## src/rtl/div_pipelined_sat.sv

```systemverilog
// Signed fixed-point pipelined divider: restoring division one quotient bit per stage,
// programmable binary point, saturation, optional round-half-even, valid/ready with tag.
module div_pipelined_sat #(
  parameter int unsigned W     = 16,
  parameter int unsigned FRAC  = 14,
  parameter int unsigned ROUND = 1,
  parameter int unsigned TAGW  = 4
) (
  input  logic            clk,
  input  logic            rst_n,
  input  logic            in_valid,
  output logic            in_ready,
  input  logic [W-1:0]    in_dividend,
  input  logic [W-1:0]    in_divisor,
  input  logic [TAGW-1:0] in_tag,
  output logic            out_valid,
  input  logic            out_ready,
  output logic [W-1:0]    out_quotient,
  output logic [TAGW-1:0] out_tag,
  output logic            out_ovf,
  output logic            out_dbz,
  output logic            busy
);

  localparam int unsigned W2 = 2 * W;
  localparam logic [W-1:0] Q_MAX = {1'b0, {(W-1){1'b1}}};
  localparam logic [W-1:0] Q_MIN = {1'b1, {(W-1){1'b0}}};

  // Whole pipeline moves in lockstep; only a held output blocks it.
  logic advance;
  assign advance  = !out_valid || out_ready;
  assign in_ready = advance;

  // Index 0 is the sign/check stage, index k (1..W) the k-th division stage.
  logic [W:0]      v;
  logic [W:0]      neg;
  logic [W:0]      dbz;
  logic [W:0]      ovf;
  logic [W2-1:0]   rem [0:W];
  logic [W-1:0]    dvs [0:W-1];
  logic [W-1:0]    qb  [0:W];
  logic [TAGW-1:0] tg  [0:W];

  // Magnitudes; |MIN| = 2^(W-1) is representable as W-bit unsigned.
  logic [W-1:0] a_mag;
  logic [W-1:0] b_mag;
  logic         pre_ovf;

  always_comb begin
    a_mag   = in_dividend[W-1] ? -in_dividend : in_dividend;
    b_mag   = in_divisor[W-1]  ? -in_divisor  : in_divisor;
    pre_ovf = W2'(a_mag) >= (W2'(b_mag) << (W - 1 - FRAC));
  end

  // Trial subtraction for each stage; stage k+1 decides quotient bit W-1-k.
  logic [W2-1:0] sub_v [0:W-1];
  logic [W-1:0]  bit_v [0:W-1];
  logic [W-1:0]  ge;

  always_comb begin
    for (int unsigned k = 0; k < W; k++) begin
      sub_v[k] = W2'(dvs[k]) << (W - 1 - k);
      bit_v[k] = W'(1) << (W - 1 - k);
      ge[k]    = rem[k] >= sub_v[k];
    end
  end

  always_ff @(posedge clk or negedge rst_n) begin
    if (!rst_n) begin
      v   <= '0;
      neg <= '0;
      dbz <= '0;
      ovf <= '0;
      for (int unsigned k = 0; k <= W; k++) begin
        rem[k] <= '0;
        qb[k]  <= '0;
        tg[k]  <= '0;
      end
      for (int unsigned k = 0; k < W; k++) begin
        dvs[k] <= '0;
      end
    end else if (advance) begin
      v[0]   <= in_valid;
      neg[0] <= in_dividend[W-1] ^ in_divisor[W-1];
      dbz[0] <= (in_divisor == '0);
      ovf[0] <= pre_ovf;
      rem[0] <= W2'(a_mag) << (FRAC + 1);
      dvs[0] <= b_mag;
      qb[0]  <= '0;
      tg[0]  <= in_tag;
      for (int unsigned k = 1; k <= W; k++) begin
        v[k]   <= v[k-1];
        neg[k] <= neg[k-1];
        dbz[k] <= dbz[k-1];
        ovf[k] <= ovf[k-1];
        tg[k]  <= tg[k-1];
        rem[k] <= ge[k-1] ? (rem[k-1] - sub_v[k-1]) : rem[k-1];
        qb[k]  <= ge[k-1] ? (qb[k-1] | bit_v[k-1]) : qb[k-1];
      end
      for (int unsigned k = 1; k < W; k++) begin
        dvs[k] <= dvs[k-1];
      end
    end
  end

  // Final stage: W-1 magnitude bits plus guard; remainder gives the sticky bit.
  logic [W-2:0] q_mag;
  logic         g_bit;
  logic         sticky;
  logic         inc;
  logic [W-1:0] q_rnd;
  logic [W-1:0] q_nxt;
  logic         ovf_nxt;

  always_comb begin
    q_mag   = qb[W][W-1:1];
    g_bit   = qb[W][0];
    sticky  = |rem[W];
    inc     = (ROUND != 0) && g_bit && (sticky || q_mag[0]);
    q_rnd   = {1'b0, q_mag} + W'(inc);
    q_nxt   = neg[W] ? -q_rnd : q_rnd;
    ovf_nxt = 1'b0;
    if (dbz[W]) begin
      // With b == 0 the sign flag equals the dividend sign.
      q_nxt = neg[W] ? Q_MIN : Q_MAX;
    end else if (ovf[W]) begin
      q_nxt   = neg[W] ? Q_MIN : Q_MAX;
      ovf_nxt = 1'b1;
    end else if (q_rnd[W-1]) begin
      q_nxt   = neg[W] ? Q_MIN : Q_MAX;
      ovf_nxt = !neg[W];
    end
  end

  always_ff @(posedge clk or negedge rst_n) begin
    if (!rst_n) begin
      out_valid    <= 1'b0;
      out_quotient <= '0;
      out_tag      <= '0;
      out_ovf      <= 1'b0;
      out_dbz      <= 1'b0;
    end else if (advance) begin
      out_valid    <= v[W];
      out_quotient <= q_nxt;
      out_tag      <= tg[W];
      out_ovf      <= ovf_nxt;
      out_dbz      <= dbz[W];
    end
  end

  assign busy = (|v) || out_valid;

endmodule

```

## config.mk

```make
export PLATFORM = sky130hd
export DESIGN_NAME = div_pipelined_sat
export DESIGN_NICKNAME = d
export VERILOG_FILES = /design/src/rtl/div_pipelined_sat.sv
export SDC_FILE = /design/constraint.sdc
export NUM_CORES = 2
export LEC_CHECK = 0
export CORE_MARGIN = 3
export CORE_UTILIZATION = 55
export DETAILED_ROUTE_END_ITERATION = 8
export GPL_ROUTABILITY_DRIVEN = 0
export PLACE_DENSITY = 0.82
export RECOVER_POWER = 50
export SYNTH_ARGS = -nofsm -noshare
export SYNTH_HDL_FRONTEND = slang
export SYNTH_SLANG_ARGS = --single-unit
```

## constraint.sdc

```tcl
create_clock -name clk -period 5.5 [get_ports clk]
set_input_delay 0.825 -clock clk [delete_from_list [all_inputs] [get_ports clk]]
set_output_delay 0.825 -clock clk [all_outputs]
set_load 0.005 [all_outputs]
```

=== Word-level counts from Yosys, hierarchy flattened ===
Cells that the tools add are included.

* Output and inout port bits: 25
* Register bits after elaboration: 1199
* Word-level logic and storage cells: 164
* Input bits: 40

* Bitwise gates (word level): 1
* Mux-type cells: 42
* Add/subtract/negate cells: 20
* Order comparisons: 17
* Reduce and logical (&&, ||, !) cells: 9

{| class="wikitable"
|+ Operators by type and width
! kind !! count
|-
| $mux W32 || 16
|-
| $mux W16 || 8
|-
| $neg A16 Y16 || 3
|-
| $ge A32 B16 Y1 || 1
|-
| $ge A32 B17 Y1 || 1
|-
| $ge A32 B18 Y1 || 1
|-
| $ge A32 B19 Y1 || 1
|-
| $ge A32 B20 Y1 || 1
|-
| $ge A32 B21 Y1 || 1
|-
| $ge A32 B22 Y1 || 1
|-
| $ge A32 B23 Y1 || 1
|-
| $ge A32 B24 Y1 || 1
|-
| $ge A32 B25 Y1 || 1
|-
| $ge A32 B26 Y1 || 1
|-
| $ge A32 B27 Y1 || 1
|-
| $ge A32 B28 Y1 || 1
|-
| $ge A32 B29 Y1 || 1
|-
| $ge A32 B30 Y1 || 1
|-
| $reduce_or A32 Y1 || 1
|-
| $sub A31 B31 Y32 || 1
|-
| $sub A32 B16 Y32 || 1
|-
| $sub A32 B17 Y32 || 1
|-
| $sub A32 B18 Y32 || 1
|-
| $sub A32 B19 Y32 || 1
|-
| 35 further kinds || 41
|}

=== Logic depth before layout (Yosys ltp) ===
* Word-level depth: 9
* Mapped depth: 15

=== Worst setup path before layout ===
No wires, ideal clock.

* Path kind: input-to-reg
* From: input in_dividend[5]
* To: register ovf[0]
* Arrival: 3.267 ns
* Slack: 2.105 ns
* Stages on the path: 12
* Cells stage by stage: or4_1 -> or4_1 -> o21ai_0 -> xnor2_1 -> ha_1 -> and4_1 -> a21oi_1 -> nand2_1 -> a21o_1 -> a21oi_1 -> o31a_1 -> o21ai_0

* Cells in the longest elaborated chain, start to end: 3

{| class="wikitable"
|+ RTL lines
! item !! line !! text
|-
| start: declaration || 13 || <nowiki>input logic [W-1:0] in_dividend,</nowiki>
|-
| $neg A16 Y16 || 50 || <nowiki>a_mag = in_dividend[W-1] ? -in_dividend : in_dividend;</nowiki>
|-
| $mux W16 || 50 ||
|-
| net a_mag[12] || 45 || <nowiki>logic [W-1:0] a_mag;</nowiki>
|-
| $ge A16 B17 Y1 || 52 || <nowiki>pre_ovf = W2'(a_mag) >= (W2'(b_mag) << (W - 1 - FRAC));</nowiki>
|-
| end signal: assignment || 86 || <nowiki>ovf[0] <= pre_ovf;</nowiki>
|-
| end signal: indexed assignment || 95 || <nowiki>ovf[k] <= ovf[k-1];</nowiki>
|-
| end: declaration || 38 || <nowiki>logic [W:0] ovf;</nowiki>
|}

The timed path passes the listed nets, and every way through them passes these cells.
A chain may end at the register's enable or synchronous reset.

==> results_dict.tcl <==
set metrics [dict create \
    setup_violations 0 \
    cp_top_family "buffers and inverters" \
    synth.net_count 6801 \
    drc_errors 0 \
    io_buffers 64 \
    drt-pass1-iter-count 8 \
    clock-sinks 959 \
    vias_per_cell 5.82 \
    violations "max-capacitance violations, max-slew violations" \
    synth-compound-area-share_pct 16.7 \
    crit_fanout 105 \
    ant_nets 0 \
    pwr-share-comb_pct 54.1 \
    synth_xor_area_share_pct 4.75 \
    synth.most_common_cell "nand2_1" \
    grt_max_degree 271 \
    yosysTopAreaCellShare_pct 44.0 \
    finalHoldViolCount 0 \
    synth_common_cells "nand2_1, dfrtp_1, nor2_1, o21ai_0, a21oi_1" \
    globalRouteOverflowTotal 0 \
    cts_max_level 3 \
    rrSetupSlack_ns 1.78 \
    ys_top_cells_by_area "dfrtp_1, nand2_1, ha_1" \
    power_mw 43.6 \
    crit_arrival_ns 4.30 \
    crit_path_start_kind "input port" \
    max_stage_delay_ns 1.90 \
    worstPathCellList "clkbuf_2 -> clkbuf_1" \
    clk_pin_slew_ns 0.06 \
    die_h_um 321 \
    power_density_nw_per_um2 734 \
    clk_latency_ns 0.69 \
    synthCells 6470 \
    intPower_mw 24.5 \
    post_cts.repair.setup_buffers 0 \
    syn_to_final_growth_pct 8.82 \
    num_rows 114 \
    slew_viol_final 186 \
    die_x_um 321 \
    synth.ff_latch_count 959 \
    max-slew-margin-rel_pct -93.0 \
    fmax_mhz 256 \
    dpl.hpwl_mm 87.3 \
    hp-class "flop to flop" \
    skew_ns 0.0239 \
    synth_mux_area_share_pct 1.58 \
    rsz0062_at_grt "false" \
    period_share_pct 71.0 \
    setup.worst_path.end "rem[22]$_DFFE_PN0P_" \
    initial_utilization_pct 55.9 \
    synth_edf_count 0 \
    grt_pass1_vias 43200 \
    avgSynthCellArea_um2 8.43 \
    synthArstFlopShare_pct 100 \
    tightest_slew_ns 2.89 \
    pwr-share-seq_pct 30.2 \
    startpoint "rst_n" \
    status "finished with violations" \
    cts_max_path_buffers 3 \
    drv_cap 4 \
    synth_area_um2 54500 \
    synth_top_family_by_area "simple AND/OR/NAND/NOR gates" \
    drt_iter0_markers 3157 \
    power_frac_clock_pct 15.6 \
    synth_top_area_cell "dfrtp_1" \
    via_count 45000 \
    p_leak_nw 26.6 \
    finalSetupTns_ns 0 \
    critPathKind "input port to asynchronous set/reset pin" \
    root_buffer "clkbuf_16" \
    nNetsFinal 6711 \
    track_usage_pct 23.8 \
    cts_resized 0 \
    finalCriticalPeriod_ns 3.90 \
    vdd.ir_drop.worst_mv 0.299 \
    path_buf_inv 2 \
    power_switching_mw 19.0 \
    diodes 0 \
    die_area_um2 103000 \
    synthAdderAreaFrac_pct 6.90 \
    cpMaxStageDelayCell "clkbuf_2" \
    core_area_um2 97600 \
    worst_setup_path_end_kind "asynchronous set/reset pin" \
    grt_pass1_wl_mm 209 \
    fillers 8243 \
    antenna_found_initial 0 \
    synth_cell_types 92 \
    drive_gt1_share_pct 4.26 \
    worstRegToRegCells 10 \
    cts_tree "yes" \
    synth_warnings 0 \
    ys_dominant_reg_cell "dfrtp_1" \
    cts_buffers 102 \
    ios 65 \
    ys_seq_area_share_pct 44.0 \
    r2r_end "rem[246]$_DFFE_PN0P_" \
    routed_wl_mm 124 \
    avgRoutedWirePerCell_um 16.0 \
    yosys.area_share.simple_pct 21.7 \
    hold_buffers 0 \
    worstSetupPathDepth 2 \
    r2r_start "dvs[113]$_DFFE_PN0P_" \
    p_sw_share_pct 43.7 \
    required_ns 5.90 \
]
registers in the layout, summed over array words and instances, names as in the netlist, 4 cells and up:
register and cells:
dbz 17, tg 68, q_mag 15, v 17, rem 408, ovf 17, dvs 256, out_tag 4
qb 120, neg 17, out_quotient 16
through the flow:
step	cells	worst slack (ns)	area, um2	hold slack (ns)	util [%]
final	7730	1.60	59400	0.459	60.8
after global routing	7730	0.817	59400	0.484	60.8
after CTS	7730	1.76	59400	0.194	60.9
after detailed placement	7552	1.29	56100	0.454	57.5
after global placement	7552	1.33	56100	0.448	57.5
after floorplan	6470	2.11	54500	0.439	-
final cells by class:
type	instances	area [um2]	share of cell area (%)
clock buffer	147	2950	4.98
clock inverter	31	369	0.622
inverter	331	1250	2.11
multi-input combinational	4890	28200	47.5
sequential	959	24000	40.4
tap	1276	1600	2.69
timing repair buffer	96	1000	1.69
cells by family after synthesis:
| logic type | Yosys count |
|---|---|
| compound gates | 1508 |
| xor+xnor | 296 |
| fa+ha+maj | 291 |
| simple gates | 2710 |
| buf+inv | 621 |
| mux | 85 |
| flops | 959 |
power groups by stage:
stage               logic, mW  registers [mW]  clock network, mW
global placement         22.2            13.1                  0
global route             26.6            13.6               7.27
finish                   23.6            13.2               6.81
CTS                      23.4            13.1               6.98
floorplan                18.7            12.3                  0
detailed placement       23.2            13.2                  0
worst min path at each step:
stage	from	to	slack (ns)	cells after the start
5_1_grt	tg[28]$_DFFE_PN0P_	tg[24]$_DFFE_PN0P_	0.48	2
6_report	qb[79]$_DFFE_PN0P_	qb[63]$_DFFE_PN0P_	0.46	2
3_5_place_dp	qb[79]$_DFFE_PN0P_	qb[63]$_DFFE_PN0P_	0.45	2
3_3_place_gp	dbz[13]$_DFFE_PN0P_	dbz[13]$_DFFE_PN0P_	0.45	2
4_1_cts	rst_n	out_quotient[14]$_DFFE_PN0P_	0.19	1
2_1_floorplan	dbz[10]$_DFFE_PN0P_	dbz[10]$_DFFE_PN0P_	0.44	2
cell usage in the layout (no fill, tap or decap), drive strengths merged, types with 28 or more instances in the layout:
master / netlist / layout
a31oi: 131 / 131
a21oi: 386 / 386
or2: 32 / 32
clkbuf: 265 / 155
nor2: 547 / 547
mux2i: 76 / 76
inv: 330 / 333
nor4: 61 / 61
or4: 41 / 41
and3: 37 / 37
o31ai: 44 / 44
nand4: 56 / 56
dfrtp: 959 / 959
clkdlybuf4s50: 0 / 62
ha: 275 / 275
nand2: 1479 / 1479
a211oi: 40 / 40
o211ai: 28 / 28
nor2b: 49 / 49
a21o: 62 / 62
nand3: 110 / 110
o21a: 64 / 64
xnor2: 184 / 184
or3: 62 / 62
nand2b: 55 / 55
o21ai: 553 / 553
xor2: 112 / 112
nor3: 109 / 109
metal layers:
layer / track usage [%] / vias to the layer above / wire length (um)
li1: - / 22100 / -
met5: 0 / - / 0
met1: 30.7 / 21400 / 53600
met2: 41.1 / 1190 / 60400
met4: 9.46 / 0 / 4660
met3: 2.91 / 348 / 5250
(Power assumes the default switching activity.)
